===== config.mk =====
export PLATFORM = sky130hd
export DESIGN_NAME = cell_test_sequencer
export DESIGN_NICKNAME = d
export VERILOG_FILES = /design/src/rtl/cell_test_sequencer.sv
export SDC_FILE = /design/constraint.sdc
export NUM_CORES = 1
export LEC_CHECK = 0
export ABC_AREA = 1
export BUFFER_PORTS_ARGS = -buffer_cell sky130_fd_sc_hd__buf_4
export CAP_MARGIN = 20
export CORE_MARGIN = 2
export CORE_UTILIZATION = 25
export DETAILED_ROUTE_END_ITERATION = 12
export GPL_ROUTABILITY_DRIVEN = 0
export PLACE_DENSITY = 0.42
export SLEW_MARGIN = 10
export SYNTH_ARGS = -nofsm -noshare
export SYNTH_HDL_FRONTEND = slang
export SYNTH_SLANG_ARGS = --single-unit

===== constraint.sdc =====
create_clock -name wb_clk_i -period 6.4 [get_ports wb_clk_i]
set_input_delay 0.96 -clock wb_clk_i [delete_from_list [all_inputs] [get_ports wb_clk_i]]
set_output_delay 0.96 -clock wb_clk_i [all_outputs]
set_load 0.02 [all_outputs]

===== src/rtl/cell_test_sequencer.sv =====
// cell_test_sequencer: sweeps every input pattern over a bank of cells under
// test, waits a settle interval, samples each synchronised cell output and
// compares it against a per-cell truth table, accumulating pass/fail results.
// Ports:
//   wb_clk_i, wb_rst_ni     clock, synchronous active-low reset
//   start_i, stop_i, loop_i sweep control (loop_i latched at accepted start)
//   cell_en_i               per-cell compare enable
//   resp_i                  asynchronous cell outputs
//   stim_o                  pattern broadcast to all cell inputs
//   busy_o, done_o          sweep in progress / sticky single-pass complete
//   fail_o                  sticky per-cell mismatch flags
//   err_cnt_o, pass_cnt_o   saturating mismatch count / wrapping pass count
// Optional macro CELL_SEQ_FIRST_FAIL_EN adds first_fail_vld_o,
// first_fail_pat_o and first_fail_cell_o (first mismatch after start).
module cell_test_sequencer #(
    parameter int N_CELLS       = 11,
    parameter int MAX_IN        = 3,
    parameter int SETTLE_CYCLES = 4,
    parameter int ERR_W         = 16,
    parameter logic [N_CELLS*(2**MAX_IN)-1:0] TRUTH_TABLE = '0,
    localparam int CELL_W = (N_CELLS > 1) ? $clog2(N_CELLS) : 1
) (
    input  logic               wb_clk_i,
    input  logic               wb_rst_ni,
    input  logic               start_i,
    input  logic               stop_i,
    input  logic               loop_i,
    input  logic [N_CELLS-1:0] cell_en_i,
    input  logic [N_CELLS-1:0] resp_i,
    output logic [MAX_IN-1:0]  stim_o,
    output logic               busy_o,
    output logic               done_o,
    output logic [N_CELLS-1:0] fail_o,
    output logic [ERR_W-1:0]   err_cnt_o,
    output logic [15:0]        pass_cnt_o
`ifdef CELL_SEQ_FIRST_FAIL_EN
    ,
    output logic               first_fail_vld_o,
    output logic [MAX_IN-1:0]  first_fail_pat_o,
    output logic [CELL_W-1:0]  first_fail_cell_o
`endif
);

    localparam int NPAT  = 2**MAX_IN;
    localparam int CNT_W = $clog2(SETTLE_CYCLES);
    localparam int SUM_W = ERR_W + 7;
    localparam logic [ERR_W-1:0] ERR_MAX = '1;

    typedef enum logic [1:0] {IDLE, SETTLE, SAMPLE} state_t;

    state_t             state_q, state_d;
    logic [CNT_W-1:0]   cnt_q, cnt_d;
    logic [MAX_IN-1:0]  pat_q, pat_d;
    logic               loop_q, loop_d;
    logic               done_q, done_d;
    logic [N_CELLS-1:0] fail_q, fail_d;
    logic [ERR_W-1:0]   err_q, err_d;
    logic [15:0]        pass_q, pass_d;
    logic [N_CELLS-1:0] sync1_q, sync2_q;

    logic [N_CELLS-1:0] exp_v;
    logic [N_CELLS-1:0] mism;
    logic [5:0]         nmis;
    logic [SUM_W-1:0]   err_sum;
    logic [ERR_W-1:0]   err_sat;
    logic               accept;
    logic               smp;

    // Each cell's row of the truth table is a constant; only the pattern
    // selects a bit at run time.
    for (genvar g = 0; g < N_CELLS; g++) begin : g_exp
        localparam logic [NPAT-1:0] ROW = TRUTH_TABLE[g*NPAT +: NPAT];
        assign exp_v[g] = ROW[pat_q];
    end

    assign accept = (state_q == IDLE) && start_i && !stop_i;
    assign smp    = (state_q == SAMPLE) && !stop_i;

    always_comb begin
        nmis = '0;
        mism = (sync2_q ^ exp_v) & cell_en_i;
        for (int c = 0; c < N_CELLS; c++) begin
            nmis = nmis + 6'(mism[c]);
        end
        err_sum = SUM_W'(err_q) + SUM_W'(nmis);
        err_sat = (err_sum > SUM_W'(ERR_MAX)) ? ERR_MAX
                                               : err_sum[ERR_W-1:0];
    end

    always_comb begin
        state_d = state_q;
        cnt_d   = cnt_q;
        pat_d   = pat_q;
        loop_d  = loop_q;
        done_d  = done_q;
        fail_d  = fail_q;
        err_d   = err_q;
        pass_d  = pass_q;
        unique case (state_q)
            IDLE: begin
                if (accept) begin
                    state_d = SETTLE;
                    cnt_d   = '0;
                    pat_d   = '0;
                    loop_d  = loop_i;
                    done_d  = 1'b0;
                    fail_d  = '0;
                    err_d   = '0;
                    pass_d  = '0;
                end
            end
            SETTLE: begin
                if (stop_i) begin
                    state_d = IDLE;
                    pat_d   = '0;
                    cnt_d   = '0;
                end else if (cnt_q == CNT_W'(SETTLE_CYCLES - 1)) begin
                    state_d = SAMPLE;
                end else begin
                    cnt_d = cnt_q + CNT_W'(1);
                end
            end
            SAMPLE: begin
                cnt_d = '0;
                if (stop_i) begin
                    // Abort skips this cycle's compare.
                    state_d = IDLE;
                    pat_d   = '0;
                end else begin
                    fail_d = fail_q | mism;
                    err_d  = err_sat;
                    if (pat_q != '1) begin
                        pat_d   = pat_q + MAX_IN'(1);
                        state_d = SETTLE;
                    end else begin
                        pass_d = pass_q + 16'd1;
                        pat_d  = '0;
                        if (loop_q) begin
                            state_d = SETTLE;
                        end else begin
                            done_d  = 1'b1;
                            state_d = IDLE;
                        end
                    end
                end
            end
            default: begin
                state_d = IDLE;
                pat_d   = '0;
            end
        endcase
    end

    always_ff @(posedge wb_clk_i) begin
        if (!wb_rst_ni) begin
            state_q <= IDLE;
            cnt_q   <= '0;
            pat_q   <= '0;
            loop_q  <= 1'b0;
            done_q  <= 1'b0;
            fail_q  <= '0;
            err_q   <= '0;
            pass_q  <= '0;
            sync1_q <= '0;
            sync2_q <= '0;
        end else begin
            state_q <= state_d;
            cnt_q   <= cnt_d;
            pat_q   <= pat_d;
            loop_q  <= loop_d;
            done_q  <= done_d;
            fail_q  <= fail_d;
            err_q   <= err_d;
            pass_q  <= pass_d;
            sync1_q <= resp_i;
            sync2_q <= sync1_q;
        end
    end

    // Pattern register is held at zero outside a sweep, so it drives stim_o.
    assign stim_o     = pat_q;
    assign busy_o     = (state_q != IDLE);
    assign done_o     = done_q;
    assign fail_o     = fail_q;
    assign err_cnt_o  = err_q;
    assign pass_cnt_o = pass_q;

`ifdef CELL_SEQ_FIRST_FAIL_EN
    logic              ffv_q, ffv_d;
    logic [MAX_IN-1:0] ffp_q, ffp_d;
    logic [CELL_W-1:0] ffc_q, ffc_d;
    logic [CELL_W-1:0] first_c;

    // Descending scan so the lowest-index mismatching cell wins.
    always_comb begin
        first_c = '0;
        for (int c = N_CELLS - 1; c >= 0; c--) begin
            if (mism[c]) first_c = CELL_W'(c);
        end
    end

    always_comb begin
        ffv_d = ffv_q;
        ffp_d = ffp_q;
        ffc_d = ffc_q;
        if (accept) begin
            ffv_d = 1'b0;
            ffp_d = '0;
            ffc_d = '0;
        end else if (smp && !ffv_q && (|mism)) begin
            ffv_d = 1'b1;
            ffp_d = pat_q;
            ffc_d = first_c;
        end
    end

    always_ff @(posedge wb_clk_i) begin
        if (!wb_rst_ni) begin
            ffv_q <= 1'b0;
            ffp_q <= '0;
            ffc_q <= '0;
        end else begin
            ffv_q <= ffv_d;
            ffp_q <= ffp_d;
            ffc_q <= ffc_d;
        end
    end

    assign first_fail_vld_o  = ffv_q;
    assign first_fail_pat_o  = ffp_q;
    assign first_fail_cell_o = ffc_q;
`endif

endmodule


==> run_results.csv, run 1 <==
group,metric,value,unit
clock_tree,cts_sinks,74,
run,drv_cap,0,
clock_tree,post-cts-setup-buffers,0,
timing,fmax,211,MHz
global_route,grt_max_degree,27,
route,drc_errors,0,
power_and_ir_drop,power.share.clock,49.7,%
timing,finClkSkew,0.00792,ns
clock_tree,cts-hold-fix-buffers,0,
critical_path,crit_chain,"buf_4 > nand2_1 > inv_1 > fa_1 > fa_1 > inv_1 > fa_1 > fa_1 > inv_1 > ha_1 > inv_1 > fa_1 > inv_1 > nand2_1 > nand2_1 > nand3_1 > nand2_1 > nand3_1 > nand3_1 > nand2_1 > a21oi_1",
power_and_ir_drop,power.share.sequential,44.4,%
critical_path,reg2reg_depth,20,
final_layout,synthToLayoutAreaGrowth,29.0,%
placed_design,port_buffers,74,
critical_path,end_kind,"flip-flop",
clock_tree,ctsLongestPathBuffers,2,
timing,relSlewSlack,44.8,%
clock_tree,clock_latency,0.34,ns
timing,fin_crit,4.74,ns
critical_path,path_depth,21,
critical_path,max_stage_delay,0.50,ns
yosys,synth-seq-cells,74,
critical_path,critical_path_peak_fanout,7,
timing,setup-tns-final,0,ns
critical_path,crit_type,"in -> reg",
worst_hold_path,hold_path_depth,2,
route,num_vias,3307,
global_route,gr-total-overflow,0,
worst_hold_path,hold_class,"reg -> reg",
critical_path,cp.required,6.66,ns
global_route,grt_pass1_vias,3144,
route,wl,9220,um
final_layout,nets,628,
yosys,syn_avg_cell_area,7.20,um2
critical_path,cp-start-kind,"primary input",
timing,worst_pin_slew,0.827,ns
die,ioPinCount,75,
route,ant_nets,0,
timing,timing_hold_violations_final,0,
die,fp-row-count,44,
run_status,outcome,"finished, final reports clean",
timing,fin_crit_sh,74.0,%
power_and_ir_drop,internal_power,0.000812,W
clock_tree,cts.htree.levels,3,
yosys,syn-num-nets,553,
route,first_pass_iters,4,
power_and_ir_drop,p_switching,0.000253,W
final_layout,antenna-diode-count,0,
power_and_ir_drop,swShare,23.7,%
placed_design,dp_cells,753,
power_and_ir_drop,p_leak,2.26,nW
route,wl_per_cell,12.0,um
die,die_width,125,um
clock_tree,cts_resized,0,
final_layout,nFillCells,1545,
critical_path,crit_buf_inv,6,
yosys,ys_seq_area_share,40.8,%
yosys,synth.distinct_cells,30,
power_and_ir_drop,ir_drop,0.108,mV
global_route,grt_pass1_wl,15400,um
route,drtIter0Drc,90,
final_layout,fin_cells,769,
final_layout,drive_above_1_share,17.4,%
final_layout,fin_util,32.6,%
placed_design,dp_hpwl,6840,um
yosys,syn_area,3630,um2
timing,holdWs,0.412,ns
timing,final_max_slew_viol_count,0,
timing,final-setup-viol-count,0,
die,dieArea,15500,um2
yosys,ys_warn_count,0,
clock_tree,cts_tree,"built",
global_route,grt_util_all_layers,12.3,%
die,start_util,25.3,%
global_route,grt_antenna_before_repair,0,
clock_tree,clkTransAtPathRegs,0.07,ns
timing,rsz0062_at_grt,"false",
power_and_ir_drop,combPwrFrac,5.9,%
die,fp.dieH,125,um
critical_path,cp_slowest_cell,"fa_1",
power_and_ir_drop,p_per_area,227,nW/um2
die,core_area,14400,um2
critical_path,cpLargestDelayFamily,"adder cells",
clock_tree,cts_root_buf,"clkbuf_16",
critical_path,arrival,5.00,ns
clock_tree,cts_inserted_buffers,9,
route,vias_per_cell,4.30,
yosys,syn_inst,505,
stage by stage:
step	cell area, um2	total power (W)	worst slack (ns)
after floorplan	3630	0.000522	1.85
after global placement	4370	0.000548	1.39
after detailed placement	4370	0.000548	1.33
after CTS	4690	0.00109	1.67
after global routing	4690	0.00112	1.36
final	4690	0.00107	1.66
path summary, 6_finish.rpt:
kind | slack, ns | start | end
worst max-delay path | 1.66 | cell_en_i[8] | err_cnt_o[15]$_SDFFE_PN0P_
worst min-delay path | 0.41 | sync1_q[6]$_SDFF_PN0_ | sync2_q[6]$_SDFF_PN0_
worst max register to register | 1.97 | err_cnt_o[0]$_SDFFE_PN0P_ | err_cnt_o[15]$_SDFFE_PN0P_
worst min register to register | 0.41 | sync1_q[6]$_SDFF_PN0_ | sync2_q[6]$_SDFF_PN0_
power groups by stage:
stage                     Combinational (W)  Sequential (W)  Clock [W]
after floorplan                   0.0000383        0.000484          0
after global placement            0.0000645        0.000483          0
after detailed placement          0.0000649        0.000483          0
after CTS                         0.0000653        0.000473   0.000553
after global routing              0.0000731        0.000473   0.000573
final                             0.0000628        0.000473   0.000530
placed cells by master, fill, tap and decap left out, types with 4 or more instances in the layout:
cell	n
inv_1	83
dfxtp_1	74
o21ai_0	10
a31oi_1	5
fa_1	7
clkbuf_16	9
nand3b_1	6
nor2_1	50
nand2_1	138
nor2_2	4
a21oi_1	27
nand3_1	38
nand4_1	6
buf_4	76
ha_1	14
nor3_1	4
o21a_1	11
sequential cells by signal, summed over array words and instances (netlist names), 2 cells and up:
name        count
cnt_q           2
err_cnt_o      16
fail_o         11
pass_cnt_o     16
state_q         2
stim_o          3
sync1_q        11
sync2_q        11
Yosys cell counts:
cell type | count | area (um2)
a211oi_1 | 1 | 7.51
a21oi_1 | 27 | 135
a22oi_1 | 2 | 15.0
a31oi_1 | 5 | 31.3
a32oi_1 | 1 | 8.76
and3_1 | 1 | 6.26
buf_2 | 6 | 30.0
buf_6 | 1 | 11.3
clkbuf_1 | 5 | 18.8
dfxtp_1 | 74 | 1480
fa_1 | 7 | 140
ha_1 | 14 | 175
inv_1 | 83 | 312
nand2_1 | 138 | 518
nand2_2 | 1 | 6.26
nand3_1 | 38 | 190
nand3_4 | 1 | 17.5
nand3b_1 | 6 | 45.0
nand4_1 | 6 | 37.5
nor2_1 | 50 | 188
nor2_2 | 4 | 25.0
nor2_4 | 1 | 11.3
nor3_1 | 4 | 20.0
nor3b_1 | 2 | 15.0
o2111ai_1 | 1 | 8.76
o21a_1 | 11 | 82.6
o21ai_0 | 10 | 50.1
o21ai_4 | 1 | 16.3
or2_2 | 2 | 12.5
xor2_1 | 2 | 17.5
metal layers:
layer	GRT usage, %	up-vias	routed length, um
li1	-	1740	-
met1	15.8	1496	4340
met2	20.1	62	4290
met3	2.88	9	460
met4	4.76	0	130
met5	0	-	0
layout make-up:
type	instances	area [um2]	area share [%]
well taps	184	230	4.91
inverters	83	312	6.65
multi-input cells	336	1780	38.0
flip-flops and latches	74	1480	31.6
repair buffers	76	571	12.2
clock inverters	6	73.8	1.58
clock buffers	10	239	5.10
worst min-delay path: stages (launching register included):
cell     delay [ns]
dfxtp_1        0.31
nand2_1        0.04
inv_1          0.04
kinds of logic after synthesis:
kind of cell	share of synthesized area, %
AND/OR/NAND/NOR	30.1
AO/OA/AOI/OAI	9.78
flip-flops	40.8
XOR/XNOR	0.482
adder cells (fa/ha/maj)	8.68
buffers and inverters	10.2
Note: power is estimated with default switching activity, not from simulation.
==> inputs of run 2 (changes only) <==
Clock period 6.4 ns to 4.5 ns, I/O delays scaled along.
==> run_results.csv, run 2 (synthesized netlist as in run 1, its figures left out) <==
group,metric,value,unit
run_status,outcome,"finished, final reports clean",
clock_tree,cts_tree,"built",
die,core_area,14400,um2
final_layout,nFillCells,1552,
timing,setup-tns-final,0,ns
route,drc_errors,0,
timing,relSlewSlack,42.4,%
route,vias_per_cell,4.34,
global_route,gr-total-overflow,0,
clock_tree,cts_sinks,74,
die,fp-row-count,44,
critical_path,end_kind,"flip-flop",
route,ant_nets,0,
global_route,grt_pass1_wl,16000,um
timing,fmax,238,MHz
clock_tree,cts.htree.levels,3,
final_layout,mostFrequentLayoutCells,"nand2_1, inv_1, buf_4, dfxtp_1, nor2_1",
critical_path,crit_type,"in -> reg",
timing,layout_setup_ws,0.293,ns
critical_path,max_stage_delay,0.50,ns
critical_path,cp_slowest_cell,"fa_1",
final_layout,antenna-diode-count,0,
route,drtIter0Drc,140,
clock_tree,cts_resized,0,
critical_path,arrival,4.47,ns
route,first_pass_iters,4,
critical_path,cp.required,4.76,ns
placed_design,dp_hpwl,7130,um
final_layout,layout_commonest_cell,"nand2_1",
timing,worst_pin_slew,0.863,ns
final_layout,design_area,4750,um2
worst_hold_path,hold_class,"reg -> reg",
die,dieArea,15500,um2
power_and_ir_drop,ir_drop,0.155,mV
clock_tree,cts_inserted_buffers,9,
clock_tree,clkTransAtPathRegs,0.06,ns
placed_design,postPlaceCellArea,4430,um2
clock_tree,post-cts-setup-buffers,0,
timing,timing_hold_violations_final,0,
global_route,grt_pass1_vias,3223,
critical_path,critical_path_peak_fanout,4,
placed_design,dp_cells,760,
timing,fin_crit_sh,93.5,%
clock_tree,cts-hold-fix-buffers,0,
final_layout,drive_above_1_share,18.6,%
clock_tree,cts_root_buf,"clkbuf_16",
timing,fin_crit,4.21,ns
timing,final-setup-viol-count,0,
die,start_util,25.3,%
run,drv_cap,0,
critical_path,cp-start-kind,"primary input",
timing,finClkSkew,0.00881,ns
clock_tree,clock_latency,0.34,ns
critical_path,r2r_slack,0.31,ns
placed_design,port_buffers,74,
die,fp.dieH,125,um
placed_design,pre_cts_ws,-0.219,ns
route,wl_per_cell,12.3,um
power_and_ir_drop,p_per_area,319,nW/um2
final_layout,fin_cells,776,
global_route,grt_max_degree,27,
route,wl,9530,um
die,ioPinCount,75,
final_layout,synthToLayoutAreaGrowth,30.6,%
global_route,grt_util_all_layers,12.7,%
timing,final_max_slew_viol_count,0,
power_and_ir_drop,p_leak,2.30,nW
critical_path,crit_chain,"buf_4 > nand2_1 > inv_1 > fa_1 > fa_1 > inv_1 > fa_1 > fa_1 > inv_1 > ha_1 > inv_1 > fa_1 > inv_1 > nand2_1 > nand2_1 > nand3_1 > nand2_1 > nand2_1 > or2_2 > a31oi_1",
clock_tree,ctsLongestPathBuffers,2,
global_route,grt_antenna_before_repair,0,
route,num_vias,3369,
final_layout,fin_util,33.0,%
timing,rsz0062_at_grt,"false",
die,die_width,125,um
final_layout,nets,635,
run 2: final timing paths:
check        cells past startpoint                        end                      start
max                             20  err_cnt_o[8]$_SDFFE_PN0P_               cell_en_i[8]
min                              2     sync2_q[10]$_SDFF_PN0_     sync1_q[10]$_SDFF_PN0_
max reg2reg                     19  err_cnt_o[8]$_SDFFE_PN0P_  err_cnt_o[0]$_SDFFE_PN0P_
min reg2reg                      2     sync2_q[10]$_SDFF_PN0_     sync1_q[10]$_SDFF_PN0_
run 2: power by group:
part           total (W)  internal [W]  switching [W]
Combinational  0.0000917     0.0000371      0.0000545
Clock           0.000752      0.000438       0.000313
Sequential      0.000673      0.000668     0.00000486
Total            0.00152       0.00114       0.000373
run 2: cell type report:
type | instances | area (um2) | share of cell area (%)
tap | 184 | 230 | 4.85
clock buffer | 9 | 225 | 4.75
inverter | 83 | 312 | 6.56
clock inverter | 7 | 81.3 | 1.71
multi-input combinational | 336 | 1790 | 37.8
sequential | 74 | 1480 | 31.2
timing repair buffer | 83 | 623 | 13.1
run 2: per-stage QoR:
step	total power [W]	hold WS, ns
finish	0.00152	0.412
CTS	0.00154	0.416
global placement	0.000780	0.392
floorplan	0.000742	0.390
detailed placement	0.000782	0.400
global route	0.00158	0.424
run 2: metal layers:
| layer | global-route usage [%] | wire length, um | share of wire (%) |
|---|---|---|---|
| met1 | 17.0 | 4660 | 49 |
| met2 | 19.9 | 4270 | 45 |
| met3 | 2.84 | 445 | 4.7 |
| met4 | 4.96 | 152 | 1.6 |
| met5 | 0 | 0 | 0 |
run 2: worst max-delay path: cells and delay by family:
kind / cells / cell delay [ns]
adders and majority gates: 6 / 2.45
AOI/OAI and AO/OA: 1 / 0.12
buffers and inverters: 6 / 0.42
and+or+nand+nor: 7 / 0.82
